File: src/rtl/tjmono_hit_decoder.sv
// Rebuilds 112-bit TJ-Monopix hit frames from four tagged 32-bit FIFO words and
// presents one decoded hit per valid/ready handshake, with hit and error counters.
module tjmono_hit_decoder #(
    parameter logic [1:0] IDENTIFIER = 2'b00,
    parameter int         CNT_WIDTH  = 16
) (
    input  logic                 BUS_CLK,
    input  logic                 RST,
    input  logic [31:0]          IN_DATA,
    input  logic                 IN_EMPTY,
    output logic                 IN_READ,
    output logic                 HIT_VALID,
    input  logic                 HIT_READY,
    output logic [5:0]           HIT_COL,
    output logic [8:0]           HIT_ROW,
    output logic [5:0]           HIT_LE,
    output logic [5:0]           HIT_TE,
    output logic [5:0]           HIT_TOT,
    output logic                 HIT_NOISE,
    output logic [51:0]          HIT_TS,
    output logic [29:0]          HIT_TOKEN_CNT,
    output logic [31:0]          HIT_CNT,
    output logic [CNT_WIDTH-1:0] FRAME_ERR_CNT,
    output logic [CNT_WIDTH-1:0] ID_ERR_CNT
);

    localparam logic [CNT_WIDTH-1:0] CNT_ONE = CNT_WIDTH'(1);

    logic [1:0]   exp_tag;
    logic [83:0]  part_buf;

    logic [1:0]   word_id;
    logic [1:0]   word_tag;
    logic [27:0]  word_slice;
    logic         id_ok;
    logic         completes;
    logic         stall;
    logic [111:0] frame;

    assign word_id    = IN_DATA[31:30];
    assign word_tag   = IN_DATA[29:28];
    assign word_slice = IN_DATA[27:0];
    assign id_ok      = (word_id == IDENTIFIER);
    assign completes  = id_ok && (exp_tag == 2'd3) && (word_tag == 2'd3);

    // Output handshake: a record transfers on every clock where HIT_VALID and
    // HIT_READY are both high; while HIT_VALID=1 and HIT_READY=0 the record is
    // frozen, so only the frame-completing word must wait, earlier slices flow.
    assign stall   = completes && HIT_VALID && !HIT_READY;
    assign IN_READ = !RST && !IN_EMPTY && !stall;

    assign frame = {word_slice, part_buf};

    always_ff @(posedge BUS_CLK) begin
        if (RST) begin
            exp_tag       <= 2'd0;
            part_buf      <= '0;
            HIT_VALID     <= 1'b0;
            HIT_COL       <= '0;
            HIT_ROW       <= '0;
            HIT_LE        <= '0;
            HIT_TE        <= '0;
            HIT_TOT       <= '0;
            HIT_NOISE     <= 1'b0;
            HIT_TS        <= '0;
            HIT_TOKEN_CNT <= '0;
            HIT_CNT       <= '0;
            FRAME_ERR_CNT <= '0;
            ID_ERR_CNT    <= '0;
        end else begin
            if (HIT_VALID && HIT_READY) begin
                HIT_VALID <= 1'b0;
                HIT_CNT   <= HIT_CNT + 32'd1;
            end

            if (IN_READ) begin
                if (!id_ok) begin
                    if (ID_ERR_CNT != '1)
                        ID_ERR_CNT <= ID_ERR_CNT + CNT_ONE;
                end else if (word_tag == exp_tag) begin
                    case (exp_tag)
                        2'd0: begin
                            part_buf[27:0] <= word_slice;
                            exp_tag        <= 2'd1;
                        end
                        2'd1: begin
                            part_buf[55:28] <= word_slice;
                            exp_tag         <= 2'd2;
                        end
                        2'd2: begin
                            part_buf[83:56] <= word_slice;
                            exp_tag         <= 2'd3;
                        end
                        default: begin
                            // Later assignment overrides the handshake clear above,
                            // so a back-to-back record keeps HIT_VALID high.
                            HIT_VALID     <= 1'b1;
                            HIT_COL       <= frame[5:0];
                            HIT_ROW       <= frame[14:6];
                            HIT_TE        <= frame[20:15];
                            HIT_LE        <= frame[26:21];
                            HIT_TOT       <= frame[20:15] - frame[26:21];
                            HIT_NOISE     <= frame[29];
                            HIT_TS        <= frame[81:30];
                            HIT_TOKEN_CNT <= frame[111:82];
                            exp_tag       <= 2'd0;
                        end
                    endcase
                end else if (word_tag == 2'd0) begin
                    // Out-of-order start tag: treat it as a fresh frame.
                    if (FRAME_ERR_CNT != '1)
                        FRAME_ERR_CNT <= FRAME_ERR_CNT + CNT_ONE;
                    part_buf[27:0] <= word_slice;
                    exp_tag        <= 2'd1;
                end else begin
                    if (FRAME_ERR_CNT != '1)
                        FRAME_ERR_CNT <= FRAME_ERR_CNT + CNT_ONE;
                    exp_tag <= 2'd0;
                end
            end
        end
    end

endmodule
File: config.mk
export PLATFORM = sky130hd
export DESIGN_NAME = tjmono_hit_decoder
export DESIGN_NICKNAME = d
export VERILOG_FILES = /design/src/rtl/tjmono_hit_decoder.sv
export SDC_FILE = /design/constraint.sdc
export NUM_CORES = 1
export LEC_CHECK = 0
export ABC_AREA = 1
export BUFFER_PORTS_ARGS = -buffer_cell sky130_fd_sc_hd__buf_4
export CAP_MARGIN = 20
export CORE_MARGIN = 10
export CORE_UTILIZATION = 40
export CTS_CLUSTER_SIZE = 16
export DETAILED_ROUTE_END_ITERATION = 16
export GPL_ROUTABILITY_DRIVEN = 0
export PLACE_DENSITY = 0.6
export RECOVER_POWER = 25
export SYNTH_ARGS = -nofsm -noshare
export SYNTH_HDL_FRONTEND = slang
export SYNTH_SLANG_ARGS = --single-unit
File: constraint.sdc
create_clock -name BUS_CLK -period 1.7 [get_ports BUS_CLK]
set_input_delay 0.34 -clock BUS_CLK [delete_from_list [all_inputs] [get_ports BUS_CLK]]
set_output_delay 0.34 -clock BUS_CLK [all_outputs]
set_load 0.01 [all_outputs]
; ---- Word level (Yosys, flattened, before mapping)
; Index checks and enable logic that the tools add are counted.
[word_totals]
output_inout_bits = 182
regBits = 266
wordCells = 65
[op_classes]
add_sub_neg = 4
n_bitwise = 3
n_eq_ne = 8
reduce_logical = 23
mux = 11
[op_table]
columns = cell, n
row1 = two-way mux 27 bit, 3
row2 = "adder 16 x 1 -> 16 bit, second input constant", 2
row3 = "adder 32 x 1 -> 32 bit, second input constant", 1
row4 = "!= test 16 bit, second input constant", 2
row5 = AND reduction 4 bit, 5
row6 = logical AND 1 bit, 7
row7 = "== test 2 bit, second input constant", 3
row8 = logical NOT 2 bit, 3
row9 = two-way mux 1 bit, 6
row10 = case mux 2 bit (3 select lines), 1
row11 = subtractor 6 bit, 1
row12 = logical NOT 1 bit, 4
row13 = inverter 1 bit, 3
row14 = AND reduction 3 bit, 1
row15 = OR reduction 3 bit, 1
row16 = "== test 2 x 1 -> 1 bit, second input constant", 1
row17 = == test 2 bit, 1
row18 = two-way mux 2 bit, 1
row19 = "!= test 2 x 1 -> 1 bit, second input constant", 1
row20 = AND reduction 2 bit, 1
row21 = nonzero test 2 bit, 1

; ---- Longest topological paths before layout
[depth]
word_depth = 8
mapped_depth = 11
depth_no_buf = 11

; ---- Worst setup path after synthesis
; No wires, ideal clock.
[synth_timing]
kind = register to register
startpoint = register ID_ERR_CNT[0]
endpoint = register ID_ERR_CNT[1]
setup_ps = 116
period_less_slack_ps = 1694
arrival_ps = 1578
t_required_ps = 1584
path_slack_ps = 6
path_stages_with_launch = 10
cell_sequence = dfxtp_1 ha_1 nand3_1 nor2_1 nand3_1 nand2_1 inv_1 buf_4 nor2_1 nor2_1
[synth_via]
elab_chain_len = 2
elab_cells_between_ends = 3
classes_between = add/sub (1) / eq/ne (1) / reduce/logical (1)
[synth_lines]
columns = item, line
row1 = from (decl), 24  ; output logic [CNT_WIDTH-1:0] ID_ERR_CNT
row2 = from (signal assigned), 79  ; ID_ERR_CNT <= ID_ERR_CNT + CNT_ONE;
row3 = "parallel branches: the longest is 2 deep, another holds adder 16 x 1 -> 16 bit", n/a
; Parallel ways; which one is timed is not known.
; A chain may end at the register's enable or synchronous reset.

; ---- Worst setup path in the final report
[layout_timing]
startpoint = register exp_tag[0]
endpoint = register HIT_TS[38]
[layout_via]
elab_chain_len = 8
elab_cells_between_ends = 14
classes_between = eq/ne (4) / bitwise (1) / reduce/logical (9)
[layout_lines]
columns = item, line
row1 = from (decl), 29  ; logic [1:0] exp_tag;
row2 = from (signal assigned), 56  ; exp_tag <= 2'd0;
row3 = from (signal assigned), 84  ; exp_tag <= 2'd1;
row4 = from (signal assigned), 88  ; exp_tag <= 2'd2;
row5 = == test 2 bit, 44  ; assign completes = id_ok && (exp_tag == 2'd3) && (word_tag == 2'd3);
row6 = logical AND 1 bit (2 in series), 44
row7 = logical AND 1 bit (2 in series), 49  ; assign stall = completes && HIT_VALID && !HIT_READY;
row8 = logical NOT 1 bit, 50  ; assign IN_READ = !RST && !IN_EMPTY && !stall;
row9 = logical AND 1 bit, 50
row10 = AND reduction 4 bit (no source line) *, n/a
row11 = to (signal assigned), 104  ; HIT_TS <= frame[81:30];
row12 = to (decl), 20  ; output logic [51:0] HIT_TS,
; Every way passes the cells marked *; elsewhere a longest branch is shown, timed or not.

==> flow_metrics.env <==
export IMPL_status="finished with violations"
export IMPL_violations="negative setup slack"
export IMPL_finalCritPeriodShare_pct=111
export IMPL_drtIter0Drc=711
export IMPL_syn_area_per_cell_um2=7.23
export IMPL_cp_common_cell="buf_12"
export IMPL_seq_area_frac_synth_pct=48.9
export IMPL_clk_latency_ns=0.56
export IMPL_grt_overflow=0
export IMPL_crit_path_start_kind="flip-flop"
export IMPL_max_freq_ghz=0.532
export IMPL_io_pins=218
export IMPL_layout_drive_gt1_share_pct=31.9
export IMPL_nets=1866
export IMPL_fin_crit_ns=1.88
export IMPL_grt_max_degree=58
export IMPL_grt_busiest_layer="met2"
export IMPL_min_from="IN_DATA[27]"
export IMPL_worst_slew_pin_slew_ns=0.468
export IMPL_cts_made_buffers=28
export IMPL_async_flop_share_pct=0
export IMPL_crit_fanout=5
export IMPL_gr_usage_met1_pct=26.0
export IMPL_whs_ns=0.0511
export IMPL_max_clock_path_buffers=3
export IMPL_n_antenna_cell=0
export IMPL_power_mw=13.8
export IMPL_cellPowerDensity_nw_per_um2=834
export IMPL_total_leakage_power_nw=7.15
export IMPL_use_met3_pct=4.98
export IMPL_postCtsHoldBufs=0
export IMPL_dp_hpwl_mm=22.8
export IMPL_core_area_um2=26800
export IMPL_cts_tree="done"
export IMPL_clock_sinks=265
export IMPL_setup_viol=159
export IMPL_start_util_pct=40.5
export IMPL_vias_per_cell=5.01
export IMPL_die_h_um=185
export IMPL_cp_arrival_ns=2.33
export IMPL_setup_ws_ns=-0.181
export IMPL_synthToLayoutAreaGrowth_pct=52.7
export IMPL_met2_usage_pct=35.9
export IMPL_cpPeakStageDelay_ns=0.36
export IMPL_preCtsSetupSlack_ns=-0.157
export IMPL_vias=10900
export IMPL_slowest_stage="dfxtp_4"
export IMPL_grt_pass1_vias=10800
export IMPL_finalMaxSlewViolations=0
export IMPL_crit_chain="ha_4 > nand2_2 > nor2_2 > nand2_2 > buf_12 > nand3_4 > nor2_4 > buf_12 > inv_8 > buf_12 > buf_12 > buf_16 > nor2_4 > nor2_2"
export IMPL_track_usage_pct=21.2
export IMPL_synth_top_cells_by_area="dfxtp_1 49%, nor2_1 17%, o21ai_0 8.2%, nand2_1 7.6%, inv_1 2.4%"
export IMPL_firstDrtPassIters=5
export IMPL_die_width_um=185
export IMPL_critPathKind="flip-flop to flip-flop"
export IMPL_hold_violations=0
export IMPL_synth_top_cells_by_count="487 x nor2_1, 265 x dfxtp_1, 221 x nand2_1"
export IMPL_setup_worst_path_end_class="flip-flop"
export IMPL_htreeDepth=1
export IMPL_ant_nets=0
export IMPL_hold_path_class="primary input to flip-flop"
export IMPL_port_buffers=217
export IMPL_synth_top_cell_by_area="dfxtp_1"
export IMPL_synthCells=1502
export IMPL_row_count=60
export IMPL_synth_edff_count=0
export IMPL_synth_top_cell_area_share_pct=48.9
export IMPL_setup_worst_path_start="exp_tag[0]"
export IMPL_maxCapViolations=0
export IMPL_skew_ns=0.0241
export IMPL_critPathRequiredTime_ns=2.15
export IMPL_rsz0062_at_grt="true"
export IMPL_clkTransAtPathRegs_ns=0.07
export IMPL_ys_types=34
export IMPL_antenna_found_initial=0
export IMPL_cts_root_buf="clkbuf_16"
export IMPL_rr_startpoint="exp_tag[0]"
export IMPL_ys_flop_type="dfxtp_1"
export IMPL_yosys_warnings=0
export IMPL_dieArea_um2=34100
export IMPL_grt_pass1_wl_mm=58.6
export IMPL_synthesis_nets=1552
export IMPL_routed_wl_mm=38.5
export IMPL_drc=0
export IMPL_post_drt_wl_per_cell_um=17.7
export IMPL_syn_area_um2=10900
export IMPL_maxSlewHeadroom_pct=68.8
export IMPL_yosysMostFrequentCell="nor2_1"
export IMPL_ys_ff_latch=265
export IMPL_peakVddDrop_v=0.000643
==> cells by family after synthesis <==
logic type / share of synthesized area (%)
AO/OA/AOI/OAI: 11.2
AND/OR/NAND/NOR: 30.0
buffers and inverters: 5.67
XOR/XNOR: 2.50
flip-flops: 48.9
adder cells (fa/ha/maj): 1.68
==> flip-flops by register name, indices dropped and copies added (netlist names), 2 cells and up <==
name / count
FRAME_ERR_CNT: 16
HIT_CNT: 32
HIT_COL: 6
HIT_LE: 6
HIT_ROW: 9
HIT_TE: 6
HIT_TOKEN_CNT: 30
HIT_TOT: 6
HIT_TS: 52
ID_ERR_CNT: 16
exp_tag: 2
part_buf: 82
==> cell usage in the layout, fill, tap and decap left out, types with 29 or more instances in the layout <==
master / Yosys / layout
buf_4: 6 / 246
a21oi_1: 45 / 43
nor2_4: 2 / 92
nand3_1: 35 / 34
dfxtp_1: 265 / 257
o21ai_0: 177 / 111
nor2_2: 5 / 60
clkbuf_1: 36 / 39
inv_1: 68 / 67
o21ai_1: 10 / 52
clkbuf_16: 0 / 33
nand2_1: 221 / 214
nor2_1: 487 / 342
nand3b_1: 29 / 29
buf_12: 0 / 29
==> layout make-up <==
| type | instances | area (um2) |
|---|---|---|
| well taps | 341 | 427 |
| fillers | 2348 | 10200 |
| repair inverters | 7 | 105 |
| clock buffers | 35 | 767 |
| clock inverters | 17 | 282 |
| flip-flops and latches | 265 | 5320 |
| inverters | 77 | 333 |
| repair buffers | 350 | 3410 |
| multi-input cells | 1087 | 5940 |
==> per-layer routing <==
layer  part of all wire (%)  routed length (um)
met3                    7.1                2740
met1                     42               16300
met5                      0                   0
met2                     48               18300
met4                    2.9                1130
==> critical path: cells and delay by family (launching register included) <==
kind / cells / cell delay [ns]
adder cells (fa/ha/maj): 1 / 0.15
buffers and inverters: 6 / 0.68
AND/OR/NAND/NOR: 7 / 0.57
flip-flops: 1 / 0.36
==> metrics by stage <==
stage	setup TNS, ns	util (%)	cell area, um2	instances
after floorplan	0	-	10900	1502
after global placement	-8.58	49.8	13400	2071
after detailed placement	-12.72	49.8	13400	2071
after CTS	-9.00	59.8	16000	2171
after global routing	-28.34	61.9	16600	2179
final	-14.14	61.9	16600	2179
==> power breakdown <==
| part | leakage (nW) | switching [mW] | internal [mW] | total (mW) |
|---|---|---|---|---|
| sequential | 2.14 | 0.0194 | 6.23 | 6.25 |
| clock | 0.503 | 2.71 | 4.27 | 6.98 |
| combinational | 4.50 | 0.373 | 0.230 | 0.603 |
| total | 7.15 | 3.10 | 10.7 | 13.8 |
==> final timing paths <==
| path | to | cells after the start | slack, ns |
|---|---|---|---|
| max | HIT_TS[38] | 14 | -0.18 |
| min | part_buf[83] | 3 | 0.05 |
| max reg2reg | HIT_TS[38] | 14 | -0.18 |
| min reg2reg | HIT_TOT[0] | 2 | 0.47 |
==> timing repair <==
action	in CTS	in global routing
pin swaps	29	31
cloned	25	7
hold endpoints to repair	0	0
setup endpoints to repair	189	248
resized for setup	268	202
buffers inserted	28	4
(Power assumes the default switching activity.)
